[config.mk]
export PLATFORM = sky130hd
export DESIGN_NAME = ws2812_stream_driver
export DESIGN_NICKNAME = d
export VERILOG_FILES = /design/src/rtl/ws2812_pkg.sv /design/src/rtl/ws2812_cell_gen.sv /design/src/rtl/ws2812_stream_driver.sv
export SDC_FILE = /design/constraint.sdc
export NUM_CORES = 1
export LEC_CHECK = 0
export ABC_AREA = 1
export CORE_MARGIN = 2
export CORE_UTILIZATION = 50
export CTS_BUF_LIST = sky130_fd_sc_hd__clkbuf_16
export DETAILED_ROUTE_END_ITERATION = 16
export PLACE_DENSITY = 0.68
export REMOVE_ABC_BUFFERS = 1
export SYNTH_ARGS = -nofsm -noshare
export SYNTH_HDL_FRONTEND = slang
export SYNTH_SLANG_ARGS = --single-unit
[constraint.sdc]
create_clock -name clk -period 5.42 [get_ports clk]
set_clock_uncertainty 0.15 [all_clocks]
set_input_delay 1.084 -clock clk [delete_from_list [all_inputs] [get_ports clk]]
set_output_delay 1.084 -clock clk [all_outputs]
set_load 0.01 [all_outputs]
[src/rtl/ws2812_pkg.sv]
// Shared FSM state type, default WS2812 timing constants and the brightness scale helper.
package ws2812_pkg;

  typedef enum logic [1:0] {
    ST_IDLE,
    ST_PREFETCH,
    ST_SHIFT,
    ST_LATCH
  } state_t;

  localparam int unsigned DEF_MAX_LEDS = 256;
  localparam int unsigned DEF_ADDR_W   = 10;
  localparam int unsigned DEF_RD_LAT   = 1;
  localparam int unsigned DEF_T0H_CYC  = 20;
  localparam int unsigned DEF_T1H_CYC  = 40;
  localparam int unsigned DEF_TBIT_CYC = 62;
  localparam int unsigned DEF_TRST_CYC = 15000;
  localparam int unsigned PIX_BITS     = 24;

  // (byte * (brightness + 1)) >> 8; 255 is a pass-through, 0 blanks the byte.
  function automatic logic [7:0] scale_byte(input logic [7:0] d, input logic [7:0] b);
    logic [15:0] p;
    p = {8'd0, d} * ({8'd0, b} + 16'd1);
    return p[15:8];
  endfunction

endpackage

[src/rtl/ws2812_cell_gen.sv]
// Single NRZ cell generator: accepts one bit per cell and drives the registered serial line.
module ws2812_cell_gen
  import ws2812_pkg::*;
#(
  parameter int unsigned T0H_CYC  = DEF_T0H_CYC,
  parameter int unsigned T1H_CYC  = DEF_T1H_CYC,
  parameter int unsigned TBIT_CYC = DEF_TBIT_CYC
) (
  input  logic clk,
  input  logic rst,
  input  logic bit_in,
  input  logic bit_valid,
  output logic bit_ready,
  output logic ser_data
);
  localparam int unsigned CNT_W = $clog2(TBIT_CYC + 1);

  logic [CNT_W-1:0] cnt;
  logic [CNT_W-1:0] high_cyc;
  logic             active;
  logic             last;

  // Ready in the final cycle of a cell lets the next bit start with no idle cycle.
  always_comb begin
    last      = (cnt == CNT_W'(TBIT_CYC - 1));
    bit_ready = !active || last;
  end

  always_ff @(posedge clk) begin
    if (rst) begin
      active   <= 1'b0;
      cnt      <= '0;
      high_cyc <= '0;
      ser_data <= 1'b0;
    end else if (bit_valid && bit_ready) begin
      active   <= 1'b1;
      cnt      <= '0;
      high_cyc <= bit_in ? CNT_W'(T1H_CYC) : CNT_W'(T0H_CYC);
      ser_data <= 1'b1;
    end else if (active) begin
      cnt      <= cnt + CNT_W'(1);
      ser_data <= ((cnt + CNT_W'(1)) < high_cyc);
      if (last) begin
        active   <= 1'b0;
        ser_data <= 1'b0;
      end
    end
  end

endmodule

[src/rtl/ws2812_stream_driver.sv]
// WS2812 chain driver: fetches G,R,B bytes from frame RAM, scales them by brightness and
// streams them through the cell generator, prefetching the next pixel while shifting.
module ws2812_stream_driver
  import ws2812_pkg::*;
#(
  parameter int unsigned MAX_LEDS = DEF_MAX_LEDS,
  parameter int unsigned ADDR_W   = DEF_ADDR_W,
  parameter int unsigned RD_LAT   = DEF_RD_LAT,
  parameter int unsigned T0H_CYC  = DEF_T0H_CYC,
  parameter int unsigned T1H_CYC  = DEF_T1H_CYC,
  parameter int unsigned TBIT_CYC = DEF_TBIT_CYC,
  parameter int unsigned TRST_CYC = DEF_TRST_CYC
) (
  input  logic              clk,
  input  logic              rst,
  input  logic              start,
  input  logic [8:0]        led_count,
  input  logic [7:0]        brightness,
  output logic [ADDR_W-1:0] mem_addr,
  output logic              mem_rd,
  input  logic [7:0]        mem_data,
  output logic              busy,
  output logic              done,
  output logic              ser_data
);
  localparam int unsigned LAT_W = $clog2(TRST_CYC + 1);

  state_t            state, state_d;
  logic [8:0]        n_q, n_clamp, fetch_pix, shift_pix;
  logic [7:0]        bright_q;
  logic [1:0]        iss_left, cap_k;
  logic              fetch_busy, buf_full, sr_valid;
  logic [23:0]       buf_q, sr;
  logic [4:0]        bit_cnt;
  logic [RD_LAT-1:0] rd_pipe;
  logic [LAT_W-1:0]  lat_cnt;
  logic [ADDR_W-1:0] pix_addr;
  logic              cg_ready, cg_valid, accept, pix_end, start_ok;
  logic              fetch_go, cap, load, latch_end;

  always_comb begin
    n_clamp   = (led_count > 9'(MAX_LEDS)) ? 9'(MAX_LEDS) : led_count;
    start_ok  = (state == ST_IDLE) && start && !done;
    cg_valid  = (state == ST_SHIFT) && sr_valid;
    accept    = cg_valid && cg_ready;
    pix_end   = accept && (bit_cnt == 5'(PIX_BITS - 1));
    fetch_go  = ((state == ST_PREFETCH) || (state == ST_SHIFT)) &&
                !fetch_busy && !buf_full && (fetch_pix < n_q);
    cap       = rd_pipe[RD_LAT-1];
    // The buffered pixel moves into the shift register at prefetch end or on the last cell accept.
    load      = buf_full && ((state == ST_PREFETCH) ||
                             ((state == ST_SHIFT) && (!sr_valid || pix_end)));
    latch_end = (state == ST_LATCH) && (lat_cnt == LAT_W'(TRST_CYC - 1));
    pix_addr  = ADDR_W'({1'b0, fetch_pix, 1'b0} + {2'b00, fetch_pix});
  end

  always_comb begin
    state_d = state;
    busy    = (state != ST_IDLE);
    case (state)
      ST_IDLE:     if (start_ok) state_d = (n_clamp == 9'd0) ? ST_LATCH : ST_PREFETCH;
      ST_PREFETCH: if (buf_full) state_d = ST_SHIFT;
      ST_SHIFT:    if (!sr_valid && (shift_pix == n_q) && cg_ready) state_d = ST_LATCH;
      ST_LATCH:    if (latch_end) state_d = ST_IDLE;
      default:     state_d = ST_IDLE;
    endcase
  end

  always_ff @(posedge clk) begin
    if (rst) begin
      state      <= ST_IDLE;
      done       <= 1'b0;
      mem_rd     <= 1'b0;
      mem_addr   <= '0;
      rd_pipe    <= '0;
      n_q        <= '0;
      bright_q   <= '0;
      fetch_pix  <= '0;
      shift_pix  <= '0;
      iss_left   <= '0;
      cap_k      <= '0;
      fetch_busy <= 1'b0;
      buf_full   <= 1'b0;
      buf_q      <= '0;
      sr         <= '0;
      sr_valid   <= 1'b0;
      bit_cnt    <= '0;
      lat_cnt    <= '0;
    end else begin
      state   <= state_d;
      done    <= latch_end;
      rd_pipe <= RD_LAT'({rd_pipe, mem_rd});
      mem_rd  <= 1'b0;

      if (start_ok) begin
        n_q       <= n_clamp;
        bright_q  <= brightness;
        fetch_pix <= '0;
        shift_pix <= '0;
        lat_cnt   <= '0;
      end

      if (fetch_go) begin
        mem_rd     <= 1'b1;
        mem_addr   <= pix_addr;
        iss_left   <= 2'd2;
        fetch_busy <= 1'b1;
        fetch_pix  <= fetch_pix + 9'd1;
      end else if (iss_left != 2'd0) begin
        mem_rd   <= 1'b1;
        mem_addr <= mem_addr + ADDR_W'(1);
        iss_left <= iss_left - 2'd1;
      end

      if (cap) begin
        buf_q <= {buf_q[15:0], scale_byte(mem_data, bright_q)};
        if (cap_k == 2'd2) begin
          cap_k      <= '0;
          buf_full   <= 1'b1;
          fetch_busy <= 1'b0;
        end else begin
          cap_k <= cap_k + 2'd1;
        end
      end

      if (load) begin
        sr        <= buf_q;
        sr_valid  <= 1'b1;
        buf_full  <= 1'b0;
        shift_pix <= shift_pix + 9'd1;
        bit_cnt   <= '0;
      end else if (pix_end) begin
        sr_valid <= 1'b0;
        bit_cnt  <= '0;
      end else if (accept) begin
        sr      <= {sr[22:0], 1'b0};
        bit_cnt <= bit_cnt + 5'd1;
      end

      if (state == ST_LATCH) lat_cnt <= latch_end ? '0 : lat_cnt + LAT_W'(1);
    end
  end

  ws2812_cell_gen #(
    .T0H_CYC  (T0H_CYC),
    .T1H_CYC  (T1H_CYC),
    .TBIT_CYC (TBIT_CYC)
  ) u_cell_gen (
    .clk       (clk),
    .rst       (rst),
    .bit_in    (sr[23]),
    .bit_valid (cg_valid),
    .bit_ready (cg_ready),
    .ser_data  (ser_data)
  );

endmodule

# ---- Word-level counts from Yosys, hierarchy flattened
# Index checks and enable logic that the tools add are counted.
dict set report word_totals {
  reg_bits 138
  in_bits 28
  wordCells 125
}
dict set report op_classes {
  add_sub_neg 10
  multipliers 1
  magnitude_cmp 3
  n_eq_ne 13
  mux 35
  n_reduce_logical 40
}
# operator n
set op_table {}
lappend op_table {{$mux 24} 3}
lappend op_table {{$mux 14} 3}
lappend op_table {{$mux 9} 4}
lappend op_table {{$mux 10} 2}
lappend op_table {{$add 9x1->9 const B} 2}
lappend op_table {{$reduce_bool 2->1} 9}
lappend op_table {{$mul 8x9->16} 1}
lappend op_table {{$mux 2} 8}
lappend op_table {{$add 14x1->14 const B} 1}
lappend op_table {{$eq 14x14->1 const B} 1}
lappend op_table {{$logic_and 1x1->1} 13}
lappend op_table {{$mux 1} 13}
lappend op_table {{$add 10x1->10 const B} 1}
lappend op_table {{$add 10x9->10} 1}
lappend op_table {{$add 8x1->9 const B} 1}
lappend op_table {{$eq 9x9->1} 1}
lappend op_table {{$gt 9x9->1 const B} 1}
lappend op_table {{$logic_not 9->1} 1}
lappend op_table {{$lt 9x9->1} 1}
lappend op_table {{$pmux 2 s4} 1}
lappend op_table {{$add 6x1->6 const B} 1}
lappend op_table {{$eq 2x2->1 const B} 3}
lappend op_table {{$eq 6x6->1 const B} 1}
lappend op_table {{$lt 6x6->1} 1}
lappend op_table {{other kinds (15)} 28}

# ---- Longest topological paths before layout
dict set report logic_depth {
  depth_word 10
  ltp_mapped 23
  mapped_depth_nobuf 23
}

# ---- Hierarchy
# From an unflattened synthesis, not the netlist that was laid out.
dict set report unflattened {
  hier_cells 1324
  area_unflattened_um2 9282.7
}
# mod instances cells_per_inst area_each_um2
set modules_own_cells {}
lappend modules_own_cells {ws2812_stream_driver 1 1248 8673.3}
lappend modules_own_cells {ws2812_cell_gen 1 76 609.3}

# ---- Least setup slack after synthesis
# No wires, ideal clock.
dict set report synth_path {
  kind {input port to flip-flop}
  startpoint {in mem_data[4]}
  endpoint {reg buf_q[5]}
  setup_time_ns 0.115
  t_arrival_ns 4.543
  setup_slack_ns 0.612
  stages 17
  path_buffers 0
  path_cell_list {inv_1 -> nor2_1 -> fa_1 -> fa_1 -> fa_1 -> inv_1 -> fa_1 -> inv_1 -> ha_1 -> a21oi_1 -> o21ai_0 -> a21oi_1 -> nand2_1 -> nand2_1 -> nand2_1 -> o21ai_0 -> inv_1}
}
dict set report synth_between {
  elab_chain_cells 1
}
# element line
set synth_lines {}
lappend synth_lines {{start: declaration} ws2812_stream_driver.sv:21} ;# input logic [7:0] mem_data,
lappend synth_lines {{$mul 8x9->16} ws2812_pkg.sv:23} ;# p = {8'd0, d} * ({8'd0, b} + 16'd1);
lappend synth_lines {{end signal: assignment} ws2812_stream_driver.sv:116} ;# buf_q <= {buf_q[15:0], scale_byte(mem_data, bright_q)};
lappend synth_lines {{end: declaration} ws2812_stream_driver.sv:33} ;# logic [23:0] buf_q, sr;
# Every way passes these cells.
# A chain may end at the register's enable or synchronous reset.

# ---- Worst setup path in the final report
dict set report layout_path {
  startpoint {in mem_data[6]}
  endpoint {reg buf_q[5]}
}
# Same word-level chain as after synthesis.

==> impl_metrics.ini <==
[logic_synthesis]
async_flop_share_pct = 0
ys.flop_type = dfxtp_1
synth_area_leaders = dfxtp_1, nand2_1, fa_1
avgSynthCellArea_um2 = 6.95
synth_top_cell_area_share_pct = 29.6
yosys.area.top_type = dfxtp_1
synthTopCellsByCount = nand2_1, nor2_1, inv_1
ys_warn_count = 0
synthesis.area_um2 = 9050
ys_seq_area_share_pct = 29.6
synthCells = 1302
synth.distinct_cells = 39
synth-seq-cells = 134
yosysMostFrequentCell = nand2_1
synth-edff-count = 0

[place]
gp_congestion = 0.915
placed_area_um2 = 9750
dp_slack_ns = -0.0184
port-buffer-count = 41
hpwl_mm = 14.6

[power_and_ir_drop]
swShare_pct = 41.0
switchingPower_uw = 1790
clkPwrFrac_pct = 26.0
p_per_area_nw_per_um2 = 422
power.share.combinational_pct = 46.9
sequentialPowerShare_pct = 27.1
p_leak_uw = 0.00492
intPower_uw = 2570
peakVddDrop_uv = 349

[die]
dieArea_um2 = 19200
io_pins = 42
die_width_um = 139
core_um2 = 17800
start_util_pct = 50.7
fp.dieH_um = 139
rows = 49

[detailed_routing]
drt_wl_total_mm = 20.2
first_pass_iters = 5
wl_per_cell_um = 12.7
via_per_inst = 5.14
drtIter0Drc = 466
drc = 0
vias = 8180
ant_nets = 0

[sta]
rsz0062_at_grt = false
post-route-period-util_pct = 92.6
tightest_slew_ns = 1.12
finalHoldViolations = 0
final.min_clock_period_ns = 5.02
holdWs_ns = 0.281
maxSlewViolCount = 0
slew_headroom_pct = 24.8
fin_ws_ns = 0.403
fmaxAchievable_ghz = 0.199
setup_violations = 0

[grt]
overflow = 0
grt_pass1_wl_mm = 35.8
grt_max_degree = 60
grt_usage_pct = 22.0
grt_antenna_before_repair = 0
grt_pass1_vias = 7831

[clock_network]
cts_setup_buffers = 0
cts.sinks = 134
root_buffer = clkbuf_16
cts_made_buffers = 17
ctsHoldBuffers = 0
cts_tree = done
clock_path_buffers = 2
clock_latency_ns = 0.41
clkTransAtPathRegs_ns = 0.06
cts_repair_resize_count = 0
htreeDepth = 4

[finish]
fillCellCount = 1716
drive_gt1_share_pct = 4.63
fin_nets = 1481
design_area_um2 = 10300
antenna_cells = 0
area_growth_pct = 14.1

[worst_setup_path]
crit_required_ns = 5.57
timing.critical_path.to_type = register
worstPathMaxFanout = 5
r2r_cells = 19
startpoint_type = input port
max_stage_delay_ns = 0.55
cp_cell_sequence = clkdlybuf4s50_1, inv_1, nor2_1, fa_1, fa_1, fa_1, inv_1, fa_1, inv_1, ha_1, a21oi_1, o21ai_0, a21oi_1, nand2_1, nand2_1, nand2_1, o21ai_0, inv_1
crit_arrival_ns = 5.17
crit_slowest_cell = fa_1
crit_type = in2reg

[hold_path]
hold_class = reg2reg
whs_path_depth = 2

[outcome]
status = complete, no violations

[job]
drv_cap = 0
## power groups by stage
stage | registers (µW) | clock network, µW | logic [µW]
5_1_grt | 1200 | 1200 | 2360
3_5_place_dp | 1200 | 0 | 2040
6_report | 1180 | 1130 | 2040
4_1_cts | 1180 | 1150 | 2050
2_1_floorplan | 1200 | 0 | 1400
3_3_place_gp | 1200 | 0 | 2010
## worst paths after layout
kind	from	end	slack [ns]
worst max-delay path	mem_data[6]	buf_q[5]$_SDFFE_PP0P_	0.40
worst min-delay path	mem_rd$_SDFF_PP0_	cap$_SDFF_PP0_	0.28
worst max register to register	bright_q[0]$_SDFFE_PP0P_	buf_q[4]$_SDFFE_PP0P_	0.48
worst min register to register	mem_rd$_SDFF_PP0_	cap$_SDFF_PP0_	0.28
## layer usage
metal  track usage (%)  up-vias  wire (µm)
met2              35.7      133       9220
met4              5.37        0        196
met5                 0        -          0
li1                  -     4250          -
met1              30.6     3782      10100
met3              4.02       15        709
## worst max-delay path: cells and delay by family
family / cells / cell delay [ns]
buf+inv: 5 / 0.74
fa+ha+maj: 5 / 2.36
compound gates: 4 / 0.65
simple gates: 4 / 0.33
## sequential cells by signal, indices dropped and copies added (netlist names), 2 cells and up
register / count
cap_k: 2
bright_q: 8
bit_cnt: 5
n_q: 9
shift_pix: 9
sr: 24
u_cell_gen.cnt: 6
lat_cnt: 14
fetch_pix: 9
state: 2
u_cell_gen.high_cyc: 2
mem_addr: 10
buf_q: 24
iss_left: 2
## cells by family (layout without fill, tap and decap cells)
logic type / after synthesis / count (layout) / share of synthesized area, %
xor+xnor: 31 / 31 / 3.00
simple gates: 618 / 618 / 28.3
compound gates: 199 / 199 / 11.9
buf+inv: 216 / 276 / 9.38
flops: 134 / 134 / 29.6
fa+ha+maj: 104 / 104 / 17.8
## through the flow
stage / power, µW / util (%) / instances / TNS, ns
after floorplan: 2590 / - / 1264 / 0
after global placement: 3220 / 54.6 / 1559 / 0
after detailed placement: 3240 / 54.6 / 1559 / -0.0184
after CTS: 4390 / 57.9 / 1591 / 0
after global routing: 4750 / 57.9 / 1591 / 0
final: 4360 / 57.9 / 1591 / 0
## area by class of cell
cell class,instances,area (µm²),share of cell area (%)
clock buffer,17,425,4.12
multi-input combinational,952,5520,53.5
inverter,178,668,6.47
clock inverter,15,148,1.43
timing repair buffer,66,593,5.75
sequential,134,2680,26.0
tap,229,287,2.78
## placed cells by master (no fill, tap or decap), types with 9 or more instances in the layout
cell	instances
inv_1	177
xnor2_1	14
nand2_1	270
nor2_1	209
a211oi_1	11
xor2_1	17
clkbuf_16	17
ha_1	63
nand4_1	12
fa_1	41
nand3_1	95
nor3_1	9
o21ai_0	65
clkdlybuf4s50_1	40
buf_4	25
dfxtp_1	134
a21oi_1	103
(Power assumes the default switching activity.)
